===== config.mk =====
export PLATFORM = sky130hd
export DESIGN_NAME = hilo_mdu_ctrl
export DESIGN_NICKNAME = d
export VERILOG_FILES = /design/src/rtl/cpu_pkg.sv /design/src/rtl/mdu_iter_step.sv /design/src/rtl/hilo_mdu_ctrl.sv
export SDC_FILE = /design/constraint.sdc
export NUM_CORES = 1
export LEC_CHECK = 0
export CAP_MARGIN = 25
export CORE_AREA = 2 2 190 192
export DETAILED_ROUTE_END_ITERATION = 10
export DIE_AREA = 0 0 192 194
export PLACE_DENSITY = 0.7
export SETUP_SLACK_MARGIN = 0.4
export SLEW_MARGIN = 20
export SYNTH_ARGS = -nofsm -noshare
export SYNTH_HDL_FRONTEND = slang
export SYNTH_SLANG_ARGS = --single-unit

===== constraint.sdc =====
create_clock -name CLK -period 3.46 [get_ports CLK]
set_input_delay 0.692 -clock CLK [delete_from_list [all_inputs] [get_ports CLK]]
set_output_delay 0.692 -clock CLK [all_outputs]
set_load 0.05 [all_outputs]

===== src/rtl/cpu_pkg.sv =====
// Shared definitions for the HI/LO multiply/divide sequencer: op encodings,
// register-file move code and the sequencer state enum.
package cpu_pkg;

    typedef enum logic [1:0] {
        MDU_MULTU = 2'b00,
        MDU_MULT  = 2'b01,
        MDU_DIVU  = 2'b10,
        MDU_DIV   = 2'b11
    } mdu_op_e;

    localparam logic [1:0] MOVE_HILO = 2'b11;
    localparam logic [1:0] MOVE_NONE = 2'b00;

    typedef enum logic [1:0] {
        ST_IDLE  = 2'b00,
        ST_CALC  = 2'b01,
        ST_FIX   = 2'b10,
        ST_WRITE = 2'b11
    } mdu_state_e;

    // op[1] selects divide, op[0] selects the signed variant
    function automatic logic op_is_div(input logic [1:0] op_v);
        return op_v[1];
    endfunction

    function automatic logic op_is_signed(input logic [1:0] op_v);
        return op_v[0];
    endfunction

endpackage


===== src/rtl/mdu_iter_step.sv =====
// One combinational iteration over the {hi, lo} working register:
// shift-add for multiply, compare-subtract-shift (restoring) for divide.
module mdu_iter_step #(
    parameter int WIDTH = 32
) (
    input  logic             is_div_i,
    input  logic [WIDTH-1:0] hi_i,
    input  logic [WIDTH-1:0] lo_i,
    input  logic [WIDTH-1:0] opnd_i,
    output logic [WIDTH-1:0] hi_o,
    output logic [WIDTH-1:0] lo_o
);

    logic [WIDTH:0]   sum_s;
    logic [WIDTH:0]   rem_s;
    logic [WIDTH-1:0] diff_s;

    // Remainder before the shift is below the divisor, so the difference fits WIDTH bits
    always_comb begin
        sum_s  = {1'b0, hi_i} + (lo_i[0] ? {1'b0, opnd_i} : '0);
        rem_s  = {hi_i, lo_i[WIDTH-1]};
        diff_s = rem_s[WIDTH-1:0] - opnd_i;
        if (is_div_i) begin
            if (rem_s >= {1'b0, opnd_i}) begin
                hi_o = diff_s;
                lo_o = {lo_i[WIDTH-2:0], 1'b1};
            end else begin
                hi_o = rem_s[WIDTH-1:0];
                lo_o = {lo_i[WIDTH-2:0], 1'b0};
            end
        end else begin
            hi_o = sum_s[WIDTH:1];
            lo_o = {sum_s[0], lo_i[WIDTH-1:1]};
        end
    end

endmodule


===== src/rtl/hilo_mdu_ctrl.sv =====
// Iterative mult/div sequencer owning HI/LO; commits {HI, LO} with move=2'b11.
// Optional MDU_EARLY_OUT_EN: multiply finishes early once the remaining multiplier bits are zero.
module hilo_mdu_ctrl
    import cpu_pkg::*;
#(
    parameter int WIDTH = 32,
    parameter int CNT_W = 6
) (
    input  logic             CLK,
    input  logic             RSTn,
    input  logic             start,
    input  logic [1:0]       op,
    input  logic [WIDTH-1:0] a,
    input  logic [WIDTH-1:0] b,
    input  logic             flush,
    input  logic             hiloRead,
    output logic             busy,
    output logic             done,
    output logic             stall,
    output logic             regWrite,
    output logic [1:0]       move,
    output logic [WIDTH-1:0] hiOut,
    output logic [WIDTH-1:0] loOut
);

    mdu_state_e       state_q, state_d;
    logic [1:0]       op_q, op_d;
    logic             neg_a_q, neg_a_d, neg_b_q, neg_b_d;
    logic [CNT_W-1:0] cnt_q, cnt_d;
    logic [WIDTH-1:0] acc_hi_q, acc_hi_d, acc_lo_q, acc_lo_d, opnd_q, opnd_d;
    logic [WIDTH-1:0] hi_out_q, hi_out_d, lo_out_q, lo_out_d;
    logic             busy_q, busy_d, done_q, done_d, wr_q, wr_d;
    logic [1:0]       move_q, move_d;

    logic [WIDTH-1:0]   a_mag_s, b_mag_s, step_hi_s, step_lo_s, fix_hi_s, fix_lo_s;
    logic [2*WIDTH-1:0] prod_s;
`ifdef MDU_EARLY_OUT_EN
    logic [WIDTH-1:0] eo_mask_s;
    logic [CNT_W-1:0] eo_sh_s;
`endif

    mdu_iter_step #(.WIDTH(WIDTH)) u_step (
        .is_div_i (op_is_div(op_q)),
        .hi_i     (acc_hi_q),
        .lo_i     (acc_lo_q),
        .opnd_i   (opnd_q),
        .hi_o     (step_hi_s),
        .lo_o     (step_lo_s)
    );

    // Operand magnitudes and the sign correction applied in FIX
    always_comb begin
        a_mag_s  = (op_is_signed(op) && a[WIDTH-1]) ? -a : a;
        b_mag_s  = (op_is_signed(op) && b[WIDTH-1]) ? -b : b;
        prod_s   = {acc_hi_q, acc_lo_q};
        if (op_is_div(op_q)) begin
            fix_lo_s = (neg_a_q ^ neg_b_q) ? -acc_lo_q : acc_lo_q;
            fix_hi_s = neg_a_q ? -acc_hi_q : acc_hi_q;
        end else begin
            if (neg_a_q ^ neg_b_q) begin
                prod_s = -prod_s;
            end else begin
                prod_s = {acc_hi_q, acc_lo_q};
            end
            fix_hi_s = prod_s[2*WIDTH-1:WIDTH];
            fix_lo_s = prod_s[WIDTH-1:0];
        end
`ifdef MDU_EARLY_OUT_EN
        eo_mask_s = {WIDTH{1'b1}} >> cnt_q;
        eo_sh_s   = CNT_W'(WIDTH) - cnt_q;
`endif
    end

    // Next-state and datapath update
    always_comb begin
        state_d  = state_q;
        op_d     = op_q;
        neg_a_d  = neg_a_q;
        neg_b_d  = neg_b_q;
        cnt_d    = cnt_q;
        acc_hi_d = acc_hi_q;
        acc_lo_d = acc_lo_q;
        opnd_d   = opnd_q;
        hi_out_d = hi_out_q;
        lo_out_d = lo_out_q;
        case (state_q)
            ST_IDLE: begin
                if (start) begin
                    op_d     = op;
                    neg_a_d  = op_is_signed(op) & a[WIDTH-1];
                    neg_b_d  = op_is_signed(op) & b[WIDTH-1];
                    cnt_d    = '0;
                    acc_hi_d = '0;
                    if (op_is_div(op) && (b == '0)) begin
                        acc_lo_d = '0;
                        opnd_d   = '0;
                        hi_out_d = a;
                        lo_out_d = {WIDTH{1'b1}};
                        state_d  = ST_WRITE;
                    end else begin
                        acc_lo_d = op_is_div(op) ? a_mag_s : b_mag_s;
                        opnd_d   = op_is_div(op) ? b_mag_s : a_mag_s;
                        state_d  = ST_CALC;
                    end
                end else begin
                    state_d = ST_IDLE;
                end
            end
            ST_CALC: begin
                if (flush) begin
                    state_d = ST_IDLE;
`ifdef MDU_EARLY_OUT_EN
                end else if (!op_is_div(op_q) && ((acc_lo_q & eo_mask_s) == '0)) begin
                    {acc_hi_d, acc_lo_d} = {acc_hi_q, acc_lo_q} >> eo_sh_s;
                    state_d = ST_FIX;
`endif
                end else begin
                    acc_hi_d = step_hi_s;
                    acc_lo_d = step_lo_s;
                    cnt_d    = cnt_q + {{(CNT_W-1){1'b0}}, 1'b1};
                    if (cnt_q == CNT_W'(WIDTH-1)) begin
                        state_d = ST_FIX;
                    end else begin
                        state_d = ST_CALC;
                    end
                end
            end
            ST_FIX: begin
                if (flush) begin
                    state_d = ST_IDLE;
                end else begin
                    hi_out_d = fix_hi_s;
                    lo_out_d = fix_lo_s;
                    state_d  = ST_WRITE;
                end
            end
            ST_WRITE: state_d = ST_IDLE;
            default:  state_d = ST_IDLE;
        endcase
    end

    // Outputs decoded from the next state so they are registered with it
    always_comb begin
        busy_d = (state_d != ST_IDLE);
        done_d = (state_d == ST_WRITE);
        wr_d   = (state_d == ST_WRITE);
        move_d = (state_d == ST_WRITE) ? MOVE_HILO : MOVE_NONE;
    end

    // State, datapath and output registers
    always_ff @(posedge CLK or negedge RSTn) begin
        if (!RSTn) begin
            state_q  <= ST_IDLE;
            op_q     <= 2'b00;
            neg_a_q  <= 1'b0;
            neg_b_q  <= 1'b0;
            cnt_q    <= '0;
            acc_hi_q <= '0;
            acc_lo_q <= '0;
            opnd_q   <= '0;
            hi_out_q <= '0;
            lo_out_q <= '0;
            busy_q   <= 1'b0;
            done_q   <= 1'b0;
            wr_q     <= 1'b0;
            move_q   <= MOVE_NONE;
        end else begin
            state_q  <= state_d;
            op_q     <= op_d;
            neg_a_q  <= neg_a_d;
            neg_b_q  <= neg_b_d;
            cnt_q    <= cnt_d;
            acc_hi_q <= acc_hi_d;
            acc_lo_q <= acc_lo_d;
            opnd_q   <= opnd_d;
            hi_out_q <= hi_out_d;
            lo_out_q <= lo_out_d;
            busy_q   <= busy_d;
            done_q   <= done_d;
            wr_q     <= wr_d;
            move_q   <= move_d;
        end
    end

    assign busy     = busy_q;
    assign done     = done_q;
    assign regWrite = wr_q;
    assign move     = move_q;
    assign hiOut    = hi_out_q;
    assign loOut    = lo_out_q;
    assign stall    = busy_q & hiloRead;

endmodule


# After elaboration in Yosys (flattened, before gate mapping)
# Index checks and enable logic that the tools add are counted.
word_totals:
  regBits: 176
  input_bits: 71
  output_inout_bits: 70
  word_cells: 86
classes:
  add_sub_neg: 8
  n_lt_le_gt_ge: 1
  n_eq_ne: 9
  muxes: 40
  n_bitwise: 4
  n_reduce_logical: 11
op_table:
  columns: ["cell", "count"]
  rows:
  - ["$mux 32", 24]
  - ["$pmux 32 s2", 4]
  - ["$neg 32->32", 4]
  - ["$mux 64", 1]
  - ["$neg 64->64", 1]
  - ["$add 32x33->33", 1]
  - ["$ge 33x32->1", 1]
  - ["$logic_not 32->1", 1]
  - ["$sub 32x32->32", 1]
  - ["$mux 2", 6]
  - ["$mux 6", 2]
  - ["$pmux 6 s2", 1]
  - ["$ne 2x2->1 const B", 4]
  - ["$pmux 2 s4", 1]
  - ["$add 6x1->6 const B", 1]
  - ["$eq 2x2->1 const B", 3]
  - ["$eq 6x5->1 const B", 1]
  - ["$reduce_bool 2->1", 3]
  - ["$reduce_and 4->1", 1]
  - ["$and 1x1->1", 3]
  - ["$logic_and 1x1->1", 3]
  - ["$reduce_and 3->1", 1]
  - ["$eq 2x1->1 const B", 1]
  - ["$logic_not 2->1", 1]
  - ["other kinds (3)", 3]

# Depth between registers and ports, before layout
depth:
  depth_word: 7
  ltp_mapped: 14
  mapped_depth_nobuf: 13

# Modules after synthesis
# Synthesis repeated with hierarchy kept, for this count alone.
unflattened:
  cells_unflattened: 1997
  area_unflattened_um2: 15462.3
by_module_without_submodules:
  columns: ["mod", "instances", "cells_per_inst", "area_each_um2", "seq_area_each_um2"]
  rows:
  - ["hilo_mdu_ctrl", 1, 1326, 10764.1, 4329.2]
  - ["mdu_iter_step", 1, 671, 4698.3, 0.0]

# Least setup slack after synthesis
# OpenSTA, ideal clock, no wires.
synth_path:
  path_type: "reg2reg"
  start: "register acc_lo_q[0]"
  end: "register acc_hi_q[28]"
  setup_ps: 126
  t_arrival_ps: 3086
  required_time_ps: 3334
  slack_ps: 248
  stages_incl_launch_ff: 14
  path_buffers: 1
  period_less_slack_ps: 3212
  path_cell_list: "dfrtp_1 -> clkinv_1 -> clkbuf_1 -> nor2_1 -> ha_1 -> a21oi_1 -> nor2b_1 -> or4_1 -> a41o_1 -> a31oi_4 -> o21ai_0 -> a21oi_1 -> xnor2_1 -> a221o_1"
synth_via:
  elab_chain_len: 5
synth_rtl:
  columns: ["item", "line", "rtl"]
  rows:
  - ["start: declaration", "hilo_mdu_ctrl.sv:30", "logic [WIDTH-1:0] acc_hi_q, acc_hi_d, acc_lo_q, acc_lo_d, opnd_q, opnd_d;"]
  - ["start signal: assignment", "hilo_mdu_ctrl.sv:174", "acc_lo_q <= acc_lo_d;"]
  - ["$mux 32", "mdu_iter_step.sv:20", "sum_s = {1'b0, hi_i} + (lo_i[0] ? {1'b0, opnd_i} : '0);"]
  - ["$add 32x33->33", "mdu_iter_step.sv:20", null]
  - ["$mux 32", "mdu_iter_step.sv:23", "if (is_div_i) begin"]
  - ["$mux 32", "hilo_mdu_ctrl.sv:110", "if (flush) begin"]
  - ["$pmux 32 s2", "hilo_mdu_ctrl.sv:86", "case (state_q)"]
  - ["end signal: assignment", "hilo_mdu_ctrl.sv:173", "acc_hi_q <= acc_hi_d;"]
  - ["end: declaration", "hilo_mdu_ctrl.sv:30", null]
# No other way between the ends. The select of a mux whose other input is x is not followed.
# A chain may end at the register's enable or synchronous reset.

# Worst setup path in the final report
layout_path:
  start: "register acc_lo_q[0]"
  end: "register acc_hi_q[25]"
# The elaborated chain is that of the path after synthesis.

==> flow_metrics.env <==
export IMPL_status="completed"
export IMPL_cp_required_ps=3800
export IMPL_async_flop_share=1.00
export IMPL_fin_crit_sh=0.913
export IMPL_antenna_found_initial=1
export IMPL_dp_slack_ps=-30.5
export IMPL_synth_ff_type="dfrtp_1"
export IMPL_syn_to_final_growth_pct=33.2
export IMPL_critPathKind="reg -> reg"
export IMPL_cp_start_kind="flop"
export IMPL_synth_most_common_cell="nand2_1"
export IMPL_cts_sinks=173
export IMPL_slew_headroom=0.469
export IMPL_antenna_left=0
export IMPL_wirelength_um=65100
export IMPL_grt_pass1_vias=16000
export IMPL_grt_pass1_wl_um=94700
export IMPL_dieArea_um2=37200
export IMPL_fin_cells=2758
export IMPL_cp_startpoint="acc_lo_q[0]$_DFFE_PN0P_"
export IMPL_power_density_nw_per_um2=799
export IMPL_vias=17300
export IMPL_synth_seq_cells=173
export IMPL_root_buffer="clkbuf_16"
export IMPL_multi_input_area_um2=11400
export IMPL_setup_viol=0
export IMPL_synth_commonest_cells="213 x nand2_1, 187 x nor2_1, 174 x o21ai_0"
export IMPL_final_hold_violation_count=0
export IMPL_post_route_min_period_ps=3160
export IMPL_drt_vias_per_instance=6.28
export IMPL_grt_max_degree=112
export IMPL_gp_congestion=1.04
export IMPL_overflow=0
export IMPL_ys_types=97
export IMPL_yosysTopAreaCell="dfrtp_1"
export IMPL_placed_area_um2=18600
export IMPL_drive_above_1_share=0.243
export IMPL_rsz0062_at_grt="true"
export IMPL_cts_tree="done"
export IMPL_cp_end_kind="flop"
export IMPL_fmax_mhz=316
export IMPL_htree_levels=4
export IMPL_synth_warning_count=0
export IMPL_n_fill_cell=3098
export IMPL_clk_latency_ps=460
export IMPL_io_buffer_count=140
export IMPL_drtIter0Drc=2115
export IMPL_yosys_top_cells_area="dfrtp_1 28%, o21ai_0 5.6%, ha_1 5.5%"
export IMPL_cp_arrival_ps=3500
export IMPL_worstMarginPinSlew_ps=791
export IMPL_drv_cap=0
export IMPL_syn_avg_cell_area_um2=7.93
export IMPL_timing_rr_start="acc_lo_q[0]$_DFFE_PN0P_"
export IMPL_initial_core_util=0.444
export IMPL_track_usage=0.332
export IMPL_syn_cell_area_um2=15600
export IMPL_die_h_um=194
export IMPL_remaining_drc_errors=0
export IMPL_layout_nets=2425
export IMPL_hp_class="in -> async"
export IMPL_synth_nets=2111
export IMPL_power_leakage_nw=8.73
export IMPL_coreArea_um2=35200
export IMPL_path_max_fanout=5
export IMPL_wl_per_cell_um=23.6
export IMPL_fin_ws_ps=300
export IMPL_whs_ps=34.8
export IMPL_syn_instance_count=1969
export IMPL_yosysSeqAreaShare=0.277
export IMPL_numCtsBuffers=17
export IMPL_synth_top_area_frac=0.277
export IMPL_regArea_um2=4340
export IMPL_io_pins=141
export IMPL_design_area_um2=20800
export IMPL_power_mw=16.6
export IMPL_clock_path_buffers=2
export IMPL_slew_viol_final=0
export IMPL_synth_edff_count=0
export IMPL_ir_drop_mv=0.382
export IMPL_path_clk_slew_ps=80
export IMPL_die_w_um=192
export IMPL_core_rowCount=69
export IMPL_cts_hold_buf=0
export IMPL_dp_cells=2657
export IMPL_dpl_hpwl_um=47700
export IMPL_firstDrtPassIters=6
export IMPL_clock_skew_ps=15.2
[routing by layer]
layer / GRT usage / share of wire
met1: 0.453 / 0.40
met2: 0.513 / 0.44
met3: 0.0624 / 0.11
met4: 0.144 / 0.048
met5: 0 / 0
[path summary, 6_finish.rpt]
path	cells after the start	slack, ps	to
setup / recovery	14	300	acc_hi_q[25]$_DFFE_PN0P_
hold reg to reg	2	490	hiOut[2]$_DFFE_PN0P_
max in group asynchronous	2	2470	acc_lo_q[0]$_DFFE_PN0P_
setup reg to reg	14	300	acc_hi_q[25]$_DFFE_PN0P_
hold / removal	1	30	acc_hi_q[19]$_DFFE_PN0P_
min in group CLK	2	490	hiOut[2]$_DFFE_PN0P_
[report_power, final]
part	total (mW)	leakage (nW)	internal (mW)	switching [mW]
logic	11.5	6.24	5.06	6.41
clock network	2.08	0.290	1.04	1.04
registers	3.09	2.19	2.48	0.608
total	16.6	8.73	8.57	8.06
[through the flow]
stage | TNS, ps | utilization
3_3_place_gp | -90.7 | 0.529
6_report | 0 | 0.591
4_1_cts | 0 | 0.558
2_1_floorplan | 0 | -
3_5_place_dp | -64.0 | 0.529
5_1_grt | 0 | 0.591
[final cells by class]
type | count | share of cell area
Multi-Input combinational cell | 1613 | 0.546
Sequential cell | 173 | 0.209
Timing Repair Buffer | 414 | 0.176
Tap cell | 461 | 0.0277
Clock buffer | 18 | 0.0206
Inverter | 63 | 0.0121
Clock inverter | 14 | 0.00830
Timing Repair inverter | 1 | 0.000782
Antenna cell | 1 | 0.000120
[placed cells by master (no fill, tap or decap), types with 50 or more instances in the layout]
cell type | Yosys | routed
clkdlybuf4s50_1 | 0 | 138
nor3_1 | 53 | 50
inv_1 | 60 | 50
o21ai_0 | 174 | 157
nand2_1 | 213 | 207
xor2_1 | 80 | 79
nor2_1 | 187 | 173
buf_4 | 8 | 249
dfrtp_1 | 173 | 165
xnor2_1 | 92 | 90
mux2i_1 | 62 | 61
a21oi_1 | 167 | 150
[kinds of logic after synthesis]
family	synth area share
AOI/OAI and AO/OA	0.260
xor gates and xnor gates	0.0964
adders and majority gates	0.0578
buffers and inverters	0.0548
DFF	0.277
muxes	0.0433
and+or+nand+nor	0.210
[state kept, by name (all words and copies together) (netlist names)]
name / count
acc_lo_q: 32
move: 1
hiOut: 32
neg_b_q: 1
cnt_q: 6
state_q: 2
opnd_q: 32
neg_a_q: 1
op_q: 1
acc_hi_q: 32
loOut: 32
busy: 1
[critical path, cell delays in order, from the launching register on]
cell and delay, ps:
dfrtp_2 500, clkinv_4 160, buf_6 150, nor2_4 120, ha_4 240, nor2b_4 140, o31ai_4 290, a21oi_4 130
o2111ai_4 240, buf_6 150, a21oi_4 50, o211ai_1 210, a21oi_1 120, xor2_1 200, a221o_1 350
[what timing repair did]
item	CTS	global route
pin swaps	35	74
cloned	2	0
setup buffers	17	49
gates resized for setup	70	164
setup endpoints to repair	38	97
Note: power is estimated with default switching activity, not from simulation.
